### config.mk
export PLATFORM = sky130hd
export DESIGN_NAME = fusion_sched
export DESIGN_NICKNAME = d
export VERILOG_FILES = /design/src/rtl/fusion_sched.sv
export SDC_FILE = /design/constraint.sdc
export NUM_CORES = 1
export LEC_CHECK = 0
export BUFFER_PORTS_ARGS = -buffer_cell sky130_fd_sc_hd__buf_4
export CORE_UTILIZATION = 35
export CTS_CLUSTER_DIAMETER = 150
export DETAILED_ROUTE_END_ITERATION = 10
export HOLD_SLACK_MARGIN = 0.05
export SYNTH_ARGS = -nofsm -noshare
export SYNTH_HDL_FRONTEND = slang
export SYNTH_SLANG_ARGS = --single-unit
### constraint.sdc
create_clock -name clk -period 1.7 [get_ports clk]
set_input_delay 0.085 -clock clk [delete_from_list [all_inputs] [get_ports clk]]
set_output_delay 0.085 -clock clk [all_outputs]
set_load 0.005 [all_outputs]
### src/rtl/fusion_sched.sv
// fusion_sched: feeds one IMU sample set through the X/Y/Z filters on a shared bus,
// collects their results behind a valid/ready port, and owns filter reset and stall recovery.
module fusion_sched #(
    parameter int FILT_LAT = 5,
    parameter int TIMEOUT  = 15
) (
    input  logic        clk,
    input  logic        rst_n,
    input  logic        clear,
    input  logic        sample_valid,
    output logic        sample_ready,
    input  logic [15:0] gyro_x,
    input  logic [15:0] gyro_y,
    input  logic [15:0] gyro_z,
    input  logic [15:0] acl_x,
    input  logic [15:0] acl_y,
    input  logic [15:0] acl_z,
    output logic [2:0]  filt_ce,
    output logic [15:0] filt_gyro,
    output logic [15:0] filt_acl,
    output logic        filt_rst,
    input  logic [2:0]  filt_done,
    input  logic [15:0] filt_out_x,
    input  logic [15:0] filt_out_y,
    input  logic [15:0] filt_out_z,
    input  logic [2:0]  filt_motion,
    output logic [15:0] angle_x,
    output logic [15:0] angle_y,
    output logic [15:0] angle_z,
    output logic [2:0]  motion,
    output logic        motion_any,
    output logic        out_valid,
    input  logic        out_ready,
    output logic        error,
    output logic [15:0] sample_cnt
);
    // The watchdog never fires before a nominal filter could have answered.
    localparam int WD_LIM = TIMEOUT > FILT_LAT + 2 ? TIMEOUT : FILT_LAT + 3;
    localparam int WW = $clog2(WD_LIM + 1);
    localparam logic [WW-1:0] WD_MAX = WW'(WD_LIM);

    typedef enum logic [2:0] {IDLE, ISSUE, WAIT, OUT, ERR} state_t;
    state_t state, state_n;
    logic [1:0]    axis, axis_n;
    logic [2:0]    got, got_n, cap, ce_n, mo_n;
    logic [WW-1:0] wd, wd_n;
    logic [15:0]   gy_l, gz_l, ay_l, az_l;
    logic [15:0]   fg_n, fa_n, ax_n, ay_n, az_n, cnt_n;
    logic          frst_n, err_n, rdy_n, ov_n;

    always_comb begin
        state_n = state;
        axis_n  = axis;
        wd_n    = wd;
        cap     = (state == ISSUE || state == WAIT) ? filt_done & ~got : 3'b000;
        got_n   = got | cap;
        ce_n    = 3'b000;
        fg_n    = '0;
        fa_n    = '0;
        ax_n    = cap[0] ? filt_out_x : angle_x;
        ay_n    = cap[1] ? filt_out_y : angle_y;
        az_n    = cap[2] ? filt_out_z : angle_z;
        mo_n    = (motion & ~cap) | (filt_motion & cap);
        cnt_n   = sample_cnt;
        err_n   = error;
        frst_n  = 1'b0;
        case (state)
            IDLE: if (sample_valid && sample_ready) begin
                state_n = ISSUE;
                axis_n  = 2'd0;
                got_n   = 3'b000;
                ce_n    = 3'b001;
                fg_n    = gyro_x;
                fa_n    = acl_x;
            end
            ISSUE: if (axis == 2'd2) begin
                state_n = WAIT;
                wd_n    = '0;
            end else begin
                axis_n = axis + 2'd1;
                ce_n   = axis == 2'd0 ? 3'b010 : 3'b100;
                fg_n   = axis == 2'd0 ? gy_l : gz_l;
                fa_n   = axis == 2'd0 ? ay_l : az_l;
            end
            WAIT: if (&got_n) begin
                state_n = OUT;
            end else begin
                wd_n = wd + 1'b1;
                if (wd_n == WD_MAX) begin
                    state_n = ERR;
                    err_n   = 1'b1;
                    frst_n  = 1'b1;
                end
            end
            OUT: if (out_ready) begin
                state_n = IDLE;
                cnt_n   = sample_cnt + 16'd1;
            end
            default: state_n = IDLE;
        endcase
        if (clear) begin
            state_n = IDLE;
            frst_n  = 1'b1;
            err_n   = 1'b0;
            cnt_n   = '0;
            got_n   = 3'b000;
            ax_n    = '0;
            ay_n    = '0;
            az_n    = '0;
            mo_n    = 3'b000;
            ce_n    = 3'b000;
            fg_n    = '0;
            fa_n    = '0;
        end
        // Like power-up, a filter reset cycle is never also an accept cycle.
        rdy_n = state_n == IDLE && !frst_n;
        ov_n  = state_n == OUT;
    end

    always_ff @(posedge clk or negedge rst_n) begin
        if (!rst_n) begin
            state        <= IDLE;
            axis         <= '0;
            got          <= '0;
            wd           <= '0;
            gy_l         <= '0;
            gz_l         <= '0;
            ay_l         <= '0;
            az_l         <= '0;
            sample_ready <= 1'b0;
            filt_ce      <= '0;
            filt_gyro    <= '0;
            filt_acl     <= '0;
            filt_rst     <= 1'b1;
            angle_x      <= '0;
            angle_y      <= '0;
            angle_z      <= '0;
            motion       <= '0;
            motion_any   <= 1'b0;
            out_valid    <= 1'b0;
            error        <= 1'b0;
            sample_cnt   <= '0;
        end else begin
            state        <= state_n;
            axis         <= axis_n;
            got          <= got_n;
            wd           <= wd_n;
            sample_ready <= rdy_n;
            filt_ce      <= ce_n;
            filt_gyro    <= fg_n;
            filt_acl     <= fa_n;
            filt_rst     <= frst_n;
            angle_x      <= ax_n;
            angle_y      <= ay_n;
            angle_z      <= az_n;
            motion       <= mo_n;
            motion_any   <= |mo_n;
            out_valid    <= ov_n;
            error        <= err_n;
            sample_cnt   <= cnt_n;
            // X goes straight onto the bus; Y and Z wait here for their issue slot.
            if (state == IDLE && state_n == ISSUE) begin
                gy_l <= gyro_y;
                gz_l <= gyro_z;
                ay_l <= acl_y;
                az_l <= acl_z;
            end
        end
    end
endmodule

; ---- After elaboration in Yosys (flattened, before gate mapping)
; Index checks and enable logic that the tools add are counted.
; Widths: inputs -> output; s select.
[op_classes]
add_sub_neg = 3
n_eq_ne = 12
mux = 50
n_bitwise = 7
reduce_logical = 23
[op_table]
columns = op, count
row1 = $mux 16, 17
row2 = $pmux 16 s2, 2
row3 = $mux 3, 14
row4 = $reduce_bool 2->1, 9
row5 = $add 16x1->16 const B, 1
row6 = $pmux 3 s4, 1
row7 = $reduce_and 3->1, 4
row8 = $and 3x3->3, 3
row9 = $eq 3x2->1 const B, 3
row10 = $mux 1, 9
row11 = $mux 4, 2
row12 = $ne 2x2->1 const B, 4
row13 = $pmux 4 s2, 1
row14 = $eq 3x1->1 const B, 2
row15 = $logic_not 3->1, 2
row16 = $not 3->3, 2
row17 = $or 3x3->3, 2
row18 = $pmux 3 s2, 1
row19 = $add 4x1->4 const B, 1
row20 = $eq 4x4->1 const B, 1
row21 = $mux 2, 2
row22 = $pmux 2 s2, 1
row23 = $logic_and 1x1->1, 3
row24 = $reduce_or 3->1, 1
row25 = 7 further kinds, 7
[word_totals]
register_bits = 183
output_inout_bits = 107

; ---- Logic depth before layout (Yosys ltp)
; Gate-level depths: netlist (run 1).
[logic_depth]
ltp_word = 10
ltp_mapped = 7

; ---- Worst setup path after synthesis (run 1)
; OpenSTA, ideal clock, no wires.
[synth_path]
path_type = reg2reg
from = register axis[0]
to = register filt_acl[10]
setup_time_ns = 0.132
t_arrival_ns = 1.697
t_required_ns = 1.568
path_slack_ns = -0.129
stages_incl_launch_ff = 8
n_path_buf = 2
synth_period_minus_slack_ns = 1.829
cell_sequence = dfrtp_1 > inv_1 > ha_1 > clkbuf_1 > clkbuf_1 > mux2_2 > a22oi_1 > nor2_1
[synth_via]
elab_chain_cells = 5
elab_cells_between_ends = 6
cone_classes = 1 x eq/ne / 4 x mux / 1 x reduce/logical
[synth_rtl]
columns = item, line
row1 = from (decl), 44  ; logic [1:0] axis, axis_n;
row2 = from (signal assigned), 145  ; axis <= axis_n;
row3 = $logic_not 2->1, 83  ; fa_n = axis == 2'd0 ? ay_l : az_l;
row4 = $mux 16, 83
row5 = $mux 16 *, 76  ; ISSUE: if (axis == 2'd2) begin
row6 = $pmux 16 s2 *, 67  ; case (state)
row7 = $mux 16 *, 101  ; if (clear) begin
row8 = net fa_n[10], 48  ; logic [15:0] fg_n, fa_n, ax_n, ay_n, az_n, cnt_n;
row9 = to (signal assigned), 151  ; filt_acl <= fa_n;
row10 = to (decl), 20  ; output logic [15:0] filt_acl,
; Mark *: on every way through the listed nets, which the timed path passes. The rest lies on a longest branch.
; A chain may end at the register's enable or synchronous reset.

; ---- Worst setup path after layout (run 1)
[layout_path]
from = register state[1]
to = register motion_any
[layout_via]
elab_chain_cells = 8
elab_cells_between_ends = 10
cone_classes = 2 x eq/ne / 2 x mux / 4 x bitwise / 2 x reduce/logical
[layout_rtl]
columns = item, line
row1 = from (decl), 43  ; state_t state, state_n;
row2 = from (signal assigned), 144  ; state <= state_n;
row3 = $eq 3x1->1 or $eq 3x2->1 (tied branches), 55  ; cap = (state == ISSUE || state == WAIT) ? filt_done & ~got : 3'b000;
row4 = $logic_or 1x1->1 *, 55
row5 = $mux 3 *, 55
row6 = $not 3->3, 63  ; mo_n = (motion & ~cap) | (filt_motion & cap);
row7 = $and 3x3->3, 63
row8 = $or 3x3->3 *, 63
row9 = $mux 3 *, 101
row10 = net mo_n[2], 45  ; logic [2:0] got, got_n, cap, ce_n, mo_n;
row11 = $reduce_or 3->1 *, 157  ; motion_any <= |mo_n;
row12 = to (signal assigned), 157
row13 = to (decl), 31  ; output logic motion_any,
; Marks and branches as above.

==> results of run 1 <==
power groups by stage:
stage	clock network [mW]	logic, mW	registers [mW]
after floorplan	0	2.63	5.91
after global placement	0	3.92	6.04
after detailed placement	0	3.98	6.05
after CTS	4.35	4.27	5.99
after global routing	4.51	4.70	6.15
final	4.20	4.32	6.01
layout make-up:
type	instances	share of cell area
clock inverters	15	0.01646
inverters	12	0.003590
flip-flops and latches	183	0.3654
multi-input cells	339	0.2409
repair buffers	454	0.3118
clock buffers	17	0.03391
well taps	280	0.02792
cells in the mapped netlist, types with 9 or more instances:
cell      number
mux2_4        40
xor2_1        11
clkbuf_1      17
a22o_1        52
mux2_1         9
buf_2         10
inv_1         12
a22oi_1       32
mux2_2        48
dfrtp_1      182
nor2_1        50
nand2_1       17
routing by layer:
layer | global-route usage | wire, um
met1 | 0.2374 | 9280
met2 | 0.3273 | 10540
met3 | 0.04488 | 1423
met4 | 0.04800 | 206
met5 | 0 | 0
flip-flops by register name, indices dropped and copies added (netlist names), 2 cells and up:
signal      flops
ay_l           16
filt_gyro      16
angle_z        16
filt_acl       16
gy_l           16
got             3
state           3
angle_x        16
wd              4
axis            2
gz_l           16
motion          3
az_l           16
filt_ce         3
sample_cnt     16
angle_y        16
kinds of logic after synthesis:
| group | Yosys count | synth area share |
|---|---|---|
| AO/OA/AOI/OAI | 103 | 0.1073 |
| XOR/XNOR | 15 | 0.01937 |
| adder cells (fa/ha/maj) | 6 | 0.009683 |
| buffers and inverters | 47 | 0.03066 |
| flip-flops | 183 | 0.5909 |
| multiplexers | 101 | 0.1654 |
| AND/OR/NAND/NOR | 114 | 0.07666 |
what timing repair did:
item | 4_1_cts | 5_1_grt
setup buffers | 0 | 3
gates resized for setup | 3 | 12
pin swaps | 3 | 3
hold buffers | 149 | 0
endpoints found under the setup margin | 33 | 88
gates cloned | 0 | 0
hold endpoints to repair | 336 | 0
through the flow:
stage	cells	setup WS [ns]	hold slack, ns
floorplan	569	-0.07690	-0.2106
CTS	1297	0.0003448	0.06814
detailed placement	1116	-0.03043	0.03674
finish	1300	-0.02226	0.07941
global route	1300	-0.07276	0.1126
global placement	1116	-0.007005	0.03962
critical path, stage by stage (launching register included):
cell and delay (ns):
dfrtp_2 0.46, xor2_4 0.23, and2_4 0.22, a31oi_4 0.08, a22o_1 0.23, or3_1 0.37
final timing paths:
path | start | to | slack [ns] | cells after the start
min in group asynchronous | rst_n | angle_x[0]$_DFFE_PN0P_ | 0.15 | 2
max reg2reg | state[1]$_DFF_PN0_ | motion_any$_DFF_PN0_ | -0.02 | 5
min | out_ready | out_valid$_DFF_PN0_ | 0.08 | 4
min reg2reg | gy_l[11]$_DFFE_PN0P_ | gy_l[11]$_DFFE_PN0P_ | 0.49 | 1
max | state[1]$_DFF_PN0_ | motion_any$_DFF_PN0_ | -0.02 | 5
max in group asynchronous | rst_n | filt_gyro[14]$_DFF_PN0_ | 0.92 | 3
==> flow_metrics.env, run 1 <==
export IMPL_slew_violations=0
export IMPL_wire_per_inst_um=16.50
export IMPL_relSlewSlack=0.7488
export IMPL_yosysUniqueCellTypes=47
export IMPL_regArea_um2=4584
export IMPL_tightest_slew_ns=0.3767
export IMPL_final_period_utilization=1.013
export IMPL_fin_tns_setup_ns=-0.02226
export IMPL_layout_common_cells="buf_4, dfrtp_1, dlygate4sd3_1"
export IMPL_p_per_area_nw_per_um2=1158
export IMPL_skew_ns=0.009448
export IMPL_cts_clk_slew_worst_paths_ns=0.07
export IMPL_grt_pass1_vias=6524
export IMPL_place_area_um2=10340
export IMPL_grt_antenna_before_repair=0
export IMPL_synth_edf_count=0
export IMPL_syn_nets=730
export IMPL_ys_seq_area_frac=0.5909
export IMPL_post_route_min_period_ns=1.722
export IMPL_yosysTopAreaCell="dfrtp_1"
export IMPL_cp_required_ns=2.00
export IMPL_initial_core_util=0.3563
export IMPL_setup_violations_final=1
export IMPL_vias=6167
export IMPL_cts_tree="done"
export IMPL_rsz0062_at_grt="true"
export IMPL_pwr_share_seq=0.413
export IMPL_clk_path_buf_depth=2
export IMPL_grt_pass1_wl_um=33400
export IMPL_first_pass_iters=4
export IMPL_avgSynthCellArea_um2=13.62
export IMPL_clockRootBuffer="clkbuf_16"
export IMPL_cp_data_arrival_time_ns=2.02
export IMPL_multi_input_area_um2=3023
export IMPL_layout_commonest_cell="buf_4"
export IMPL_place_congestion=0.7590
export IMPL_crit_type="flop to flop"
export IMPL_switchingPower_mw=4.093
export IMPL_num_antenna_cells=0
export IMPL_ys_seq_elements=183
export IMPL_hold_class="input port to flop"
export IMPL_finalWorstSetupSlack_ns=-0.02226
export IMPL_clock_power_share=0.289
export IMPL_fmax_mhz=580.6
export IMPL_fin_area_um2=12550
export IMPL_drt_total_wl_um=21450
export IMPL_power_mw=14.53
export IMPL_core_area_um2=21760
export IMPL_cp_start_kind="flop"
export IMPL_die_w_um=150.8
export IMPL_outcome="complete, but fails checks"
export IMPL_syn_to_final_growth_pct=61.83
export IMPL_ios=262
export IMPL_syn_cell_area_um2=7752
export IMPL_comb_power_share=0.298
export IMPL_ys_flop_type="dfrtp_1"
export IMPL_clk_latency_ns=0.42
export IMPL_netlist_instances=569
export IMPL_final_util=0.5767
export IMPL_ant_nets=0
export IMPL_fp_dieArea_um2=22750
export IMPL_track_usage=0.1895
export IMPL_grt_max_degree=56
export IMPL_route_detailed_drc=0
export IMPL_first_iter_violations=204
export IMPL_nets=1168
export IMPL_max_cap_violations=0
export IMPL_synth_area_leaders="dfrtp_1, mux2_4, mux2_2, a22o_1, a22oi_1"
export IMPL_swShare=0.2817
export IMPL_ir_worst_vdd_v=0.0006736
export IMPL_grt_overflow_total=0
export IMPL_ys_async_sr_fraction=1.000
export IMPL_htreeDepth=4
export IMPL_die_height_um=150.8
export IMPL_place_hpwl_um=13770
export IMPL_violations="negative setup slack"
export IMPL_numCtsBuffers=17
export IMPL_hold_viol_final=0
export IMPL_viasPerCell=4.744
export IMPL_cts_sinks=183
export IMPL_synth_top_area_frac=0.5875
export IMPL_intPower_mw=10.44
export IMPL_fillerInstances=1776
export IMPL_drive_gt1_frac=0.4451
export IMPL_portBuffers=261
export IMPL_yosysWarnings=0
export IMPL_p_leak_nw=6.141
export IMPL_crit_path_end_kind="flop"
export IMPL_cp_max_fo=5
export IMPL_row_count=54
(Power assumes the default switching activity.)
==> run 2, diff against run 1 <==
--- a/config.mk
+++ b/config.mk
@@ -10,6 +10,8 @@
 export CTS_CLUSTER_DIAMETER = 150
 export DETAILED_ROUTE_END_ITERATION = 10
 export HOLD_SLACK_MARGIN = 0.05
+export PLACE_DENSITY = 0.7
+export RECOVER_POWER = 25
 export SYNTH_ARGS = -nofsm -noshare
 export SYNTH_HDL_FRONTEND = slang
 export SYNTH_SLANG_ARGS = --single-unit
==> run 2 against run 1 <==
  * The run still ends with negative setup slack left
  * Global-route usage is 0.93 points higher
  * Largest power group unchanged
  * Routed wire length is 5.5% higher
  * Combinational power is 4% higher
  * Sequential power hardly changed
  * Setup slack worse by 0.0061 ns
  * Via count is 1.6% higher
==> flow_metrics.env, run 2 (synthesis results as in run 1) <==
export IMPL_layout_commonest_cell="buf_4"
export IMPL_fin_cells=1297
export IMPL_ant_nets=0
export IMPL_grt_max_degree=51
export IMPL_first_iter_violations=273
export IMPL_drive_gt1_frac=0.4444
export IMPL_drt_total_wl_um=22630
export IMPL_numCtsBuffers=17
export IMPL_fp_dieArea_um2=22750
export IMPL_die_w_um=150.8
export IMPL_hold_slack_ns=0.08261
export IMPL_slew_violations=0
export IMPL_route_detailed_drc=0
export IMPL_num_antenna_cells=0
export IMPL_clk_latency_ns=0.42
export IMPL_outcome="complete, but fails checks"
export IMPL_violations="negative setup slack"
export IMPL_cp_start_kind="flop"
export IMPL_row_count=54
export IMPL_hold_depth=4
export IMPL_dpl_cell_count=1108
export IMPL_grt_antenna_before_repair=0
export IMPL_cts_clk_slew_worst_paths_ns=0.08
export IMPL_cp_max_fo=6
export IMPL_post_route_min_period_ns=1.728
export IMPL_skew_ns=0.01259
export IMPL_max_cap_violations=0
export IMPL_ios=262
export IMPL_grt_pass1_vias=6654
export IMPL_relSlewSlack=0.08457
export IMPL_ir_worst_vdd_v=0.0006247
export IMPL_vias=6264
export IMPL_portBuffers=261
export IMPL_cts_sinks=183
export IMPL_clockRootBuffer="clkbuf_16"
export IMPL_hold_class="input port to flop"
export IMPL_grt_overflow_total=0
export IMPL_initial_core_util=0.3563
export IMPL_power_mw=14.53
export IMPL_hold_viol_final=0
export IMPL_viasPerCell=4.830
export IMPL_final_period_utilization=1.017
export IMPL_crit_path_end_kind="flop"
export IMPL_cp_required_ns=2.00
export IMPL_setup_violations_final=12
export IMPL_place_hpwl_um=14010
export IMPL_die_height_um=150.8
export IMPL_place_congestion=0.8008
export IMPL_grt_pass1_wl_um=34630
export IMPL_htreeDepth=4
export IMPL_pre_cts_ws_ns=-0.1207
export IMPL_rsz0062_at_grt="true"
export IMPL_whs_endpoint="out_valid$_DFF_PN0_"
export IMPL_layout_common_cells="buf_4, dfrtp_1, dlygate4sd3_1"
export IMPL_clk_path_buf_depth=2
export IMPL_fmax_mhz=578.6
export IMPL_p_per_area_nw_per_um2=1158
export IMPL_tightest_slew_ns=1.373
export IMPL_syn_to_final_growth_pct=61.78
export IMPL_rr_startpoint="state[0]$_DFF_PN0_"
export IMPL_p_leak_nw=6.109
export IMPL_ff2ff_path_depth=5
export IMPL_cts_tree="done"
export IMPL_rr_endpoint="motion_any$_DFF_PN0_"
export IMPL_ff2ff_setup_slack_ns=-0.03
export IMPL_wire_per_inst_um=17.45
export IMPL_worstHoldStart="out_ready"
export IMPL_core_area_um2=21760
export IMPL_finalWorstSetupSlack_ns=-0.02835
export IMPL_nets=1165
export IMPL_first_pass_iters=4
export IMPL_cp_data_arrival_time_ns=2.03
export IMPL_crit_type="flop to flop"
export IMPL_track_usage=0.1988
==> run 2: critical path, cell delays in order (launching register included) <==
cell and delay [ns]:
dfrtp_2 0.49, xor2_4 0.22, and2_4 0.23, a31oi_4 0.09
a22o_1 0.22, or3_1 0.36
==> run 2: per-layer routing <==
| layer | vias to the layer above | track usage | part of all wire |
|---|---|---|---|
| li1 | 2930 | - | - |
| met1 | 3073 | 0.2320 | 0.41 |
| met2 | 234 | 0.3544 | 0.51 |
| met3 | 27 | 0.05030 | 0.067 |
| met4 | 0 | 0.06500 | 0.018 |
| met5 | - | 0 | 0 |
==> run 2: final cells by class <==
| class | instances | area, um2 |
|---|---|---|
| Clock inverter | 15 | 176.4 |
| Timing Repair Buffer | 451 | 3941 |
| Tap cell | 280 | 350.3 |
| Fill cell | 1699 | 9214 |
| Clock buffer | 17 | 425.4 |
| Multi-Input combinational cell | 339 | 3019 |
| Sequential cell | 183 | 4584 |
| Inverter | 12 | 45.04 |
==> run 2: worst max path at each step <==
stage                     slack (ns)              endpoint  cells past startpoint          startpoint
after floorplan                -0.08  gy_l[11]$_DFFE_PN0P_                      6  state[0]$_DFF_PN0_
after global placement         -0.07  motion_any$_DFF_PN0_                      5  state[0]$_DFF_PN0_
after detailed placement       -0.12  motion_any$_DFF_PN0_                      5  state[0]$_DFF_PN0_
after CTS                      -0.04  motion_any$_DFF_PN0_                      5  state[0]$_DFF_PN0_
after global routing            -0.1     wd[3]$_DFFE_PN0P_                      6  state[0]$_DFF_PN0_
final                          -0.03  motion_any$_DFF_PN0_                      5  state[0]$_DFF_PN0_
==> run 2: repair_timing <==
| action | in CTS | in global routing |
|---|---|---|
| gates cloned | 0 | 2 |
| gates resized for setup | 6 | 20 |
| endpoints found under the setup margin | 142 | 151 |
| pin swaps | 2 | 8 |
| hold buffers | 149 | 0 |
| hold endpoints to repair | 287 | 0 |
| buffers inserted | 3 | 3 |
==> run 2: stage by stage <==
| step | area, um2 | utilization | setup TNS [ns] |
|---|---|---|---|
| 6_report | 12540 | 0.5765 | -0.1368 |
| 5_1_grt | 12540 | 0.5765 | -4.553 |
| 3_3_place_gp | 10270 | 0.4721 | -0.3833 |
| 4_1_cts | 12400 | 0.5701 | -0.3300 |
| 3_5_place_dp | 10270 | 0.4721 | -2.929 |
| 2_1_floorplan | 7820 | - | -3.750 |
==> run 2: power breakdown <==
group          switching [mW]  internal, mW  total [mW]
clock                    1.99          2.00        3.98
combinational            1.67          2.84        4.51
sequential              0.626          5.41        6.03
==> run 3, diff against run 2 <==
--- a/config.mk
+++ b/config.mk
@@ -6,11 +6,11 @@
 export NUM_CORES = 1
 export LEC_CHECK = 0
 export BUFFER_PORTS_ARGS = -buffer_cell sky130_fd_sc_hd__buf_4
-export CORE_UTILIZATION = 35
+export CORE_UTILIZATION = 40
 export CTS_CLUSTER_DIAMETER = 150
 export DETAILED_ROUTE_END_ITERATION = 10
 export HOLD_SLACK_MARGIN = 0.05
-export PLACE_DENSITY = 0.7
+export PLACE_DENSITY = 0.77
 export RECOVER_POWER = 25
 export SYNTH_ARGS = -nofsm -noshare
 export SYNTH_HDL_FRONTEND = slang
==> run 3 against run 2 <==
  * The run still ends with negative setup slack left
  * Clock skew up 0.00087 ns
  * Non-clock buffer count up 15
  * Clock power about the same
  * Die area down 12%
  * Register-to-register slack worse by 0.03 ns
  * Maximum frequency down 1.8%
  * Design area up 3.0%
  * Combinational power up 8.2%
  * First-iteration DRC count down 9.9%
  * Critical path type unchanged
  * Critical endpoint is now ay_l[1]$_DFFE_PN0P_
  * Largest cell class unchanged
==> flow_metrics.env, run 3 (synthesis results as in run 1) <==
export IMPL_outcome="complete, but fails checks"
export IMPL_violations="negative setup slack"
export IMPL_cts_tree="done"
export IMPL_hold_slack_ns=0.1111
export IMPL_rr_startpoint="state[1]$_DFF_PN0_"
export IMPL_viasPerCell=5.003
export IMPL_ant_nets=0
export IMPL_cp_start_kind="flop"
export IMPL_fp_dieArea_um2=19940
export IMPL_switchingPower_mw=4.478
export IMPL_htreeDepth=4
export IMPL_nets=1181
export IMPL_first_pass_iters=4
export IMPL_tightest_slew_ns=1.089
export IMPL_rsz0062_at_grt="true"
export IMPL_max_stage_delay_ns=0.46
export IMPL_clk_latency_ns=0.43
export IMPL_finalWorstSetupSlack_ns=-0.06086
export IMPL_cts_sinks=183
export IMPL_p_per_area_nw_per_um2=1154
export IMPL_cp_data_arrival_time_ns=2.07
export IMPL_whs_endpoint="got[1]$_DFF_PN0_"
export IMPL_hold_depth=3
export IMPL_comb_power_share=0.328
export IMPL_crit_type="flop to flop"
export IMPL_track_usage=0.2313
export IMPL_max_cap_violations=0
export IMPL_worstHoldStart="filt_done[1]"
export IMPL_fin_tns_setup_ns=-2.059
export IMPL_first_iter_violations=246
export IMPL_place_area_um2=10270
export IMPL_portBuffers=261
export IMPL_intPower_mw=10.42
export IMPL_crit_chain="buf_6, nor4_4, buf_4, nand2b_4, clkbuf_16, mux2_4"
export IMPL_layout_commonest_cell="buf_4"
export IMPL_regArea_um2=4584
export IMPL_fmax_mhz=567.9
export IMPL_grt_pass1_wl_um=35670
export IMPL_place_congestion=0.7753
export IMPL_grt_antenna_before_repair=3
export IMPL_vias=6484
export IMPL_cp_required_ns=2.01
export IMPL_hold_viol_final=0
export IMPL_die_w_um=141.2
export IMPL_hold_class="input port to flop"
export IMPL_numCtsBuffers=17
export IMPL_grt_overflow_total=0
export IMPL_clk_path_buf_depth=2
export IMPL_layout_common_cells="buf_4, dfrtp_1, dlygate4sd3_1"
export IMPL_final_util=0.6858
export IMPL_grt_max_degree=67
export IMPL_drive_gt1_frac=0.4743
export IMPL_post_route_min_period_ns=1.761
export IMPL_skew_ns=0.01346
export IMPL_die_height_um=141.2
export IMPL_fillerInstances=1261
export IMPL_row_count=50
export IMPL_ios=262
export IMPL_ff2ff_path_depth=6
export IMPL_wire_per_inst_um=19.17
export IMPL_final_period_utilization=1.036
export IMPL_place_hpwl_um=13210
export IMPL_clockRootBuffer="clkbuf_16"
export IMPL_route_detailed_drc=0
export IMPL_fin_area_um2=12910
export IMPL_initial_core_util=0.4117
export IMPL_relSlewSlack=0.2742
export IMPL_cp_max_fo=6
export IMPL_setup_violations_final=54
export IMPL_crit_path_end_kind="flop"
export IMPL_p_leak_nw=6.289
export IMPL_rr_endpoint="ay_l[1]$_DFFE_PN0P_"
export IMPL_clock_power_share=0.265
export IMPL_cpMaxStageDelayCell="dfrtp_2"
export IMPL_swShare=0.3005
export IMPL_syn_to_final_growth_pct=66.59
export IMPL_grt_pass1_vias=6964
export IMPL_cts_clk_slew_worst_paths_ns=0.07
export IMPL_drt_total_wl_um=24840
export IMPL_core_area_um2=18830
export IMPL_ff2ff_setup_slack_ns=-0.06
export IMPL_ir_worst_vdd_v=0.0007646
export IMPL_slew_violations=0
export IMPL_pwr_share_seq=0.407
export IMPL_multi_input_area_um2=3148
==> run 3: stage by stage <==
step	worst slack, ns	power [mW]	cells
after floorplan	-0.07690	8.533	569
after global placement	-0.04259	9.813	1089
after detailed placement	-0.09171	9.928	1089
after CTS	-0.03225	14.26	1272
after global routing	-0.1282	15.61	1296
final	-0.06086	14.90	1296
==> run 3: how the worst max path moves through the flow <==
| stage | from | cells after the start | endpoint |
|---|---|---|---|
| after floorplan | state[0]$_DFF_PN0_ | 6 | gy_l[11]$_DFFE_PN0P_ |
| after global placement | state[0]$_DFF_PN0_ | 5 | sample_ready$_DFF_PN0_ |
| after detailed placement | state[0]$_DFF_PN0_ | 5 | motion_any$_DFF_PN0_ |
| after CTS | state[1]$_DFF_PN0_ | 5 | sample_ready$_DFF_PN0_ |
| after global routing | state[1]$_DFF_PN0_ | 5 | sample_ready$_DFF_PN0_ |
| final | state[1]$_DFF_PN0_ | 6 | ay_l[1]$_DFFE_PN0P_ |
==> run 3: power groups by stage <==
stage | logic [mW] | registers [mW] | clock network [mW]
2_1_floorplan | 2.63 | 5.91 | 0
3_3_place_gp | 3.77 | 6.04 | 0
3_5_place_dp | 3.87 | 6.06 | 0
4_1_cts | 4.22 | 6.00 | 4.04
5_1_grt | 5.21 | 6.18 | 4.22
6_report | 4.88 | 6.07 | 3.95
==> run 3: area by class of cell <==
| type | instances | area share |
|---|---|---|
| repair buffers | 466 | 0.3256 |
| multi-input cells | 340 | 0.2438 |
| flip-flops and latches | 183 | 0.3550 |
| well taps | 260 | 0.02519 |
| diodes | 3 | 0.0005813 |
| inverters | 12 | 0.003488 |
| clock buffers | 17 | 0.03294 |
| clock inverters | 15 | 0.01347 |
==> run 3: routing by layer <==
metal / GRT usage / up-vias / part of all wire
met4: 0.08753 / 0 / 0.030
met1: 0.2659 / 3208 / 0.39
li1: - / 2969 / -
met5: 0 / - / 0
met2: 0.4179 / 256 / 0.52
met3: 0.05197 / 51 / 0.056
==> run 3: critical path, delay by kind of cell, from the launching register on <==
kind	cells	cell delay, ns
buf+inv	3	0.55
simple gates	2	0.34
flops	1	0.46
mux	1	0.29
==> run 3: what timing repair did <==
item,4_1_cts,5_1_grt
buffers inserted,2,8
endpoints found under the hold margin,336,0
endpoints found under the setup margin,99,114
gates cloned,0,13
pin swaps,2,20
hold buffers,149,0
gates resized for setup,11,44
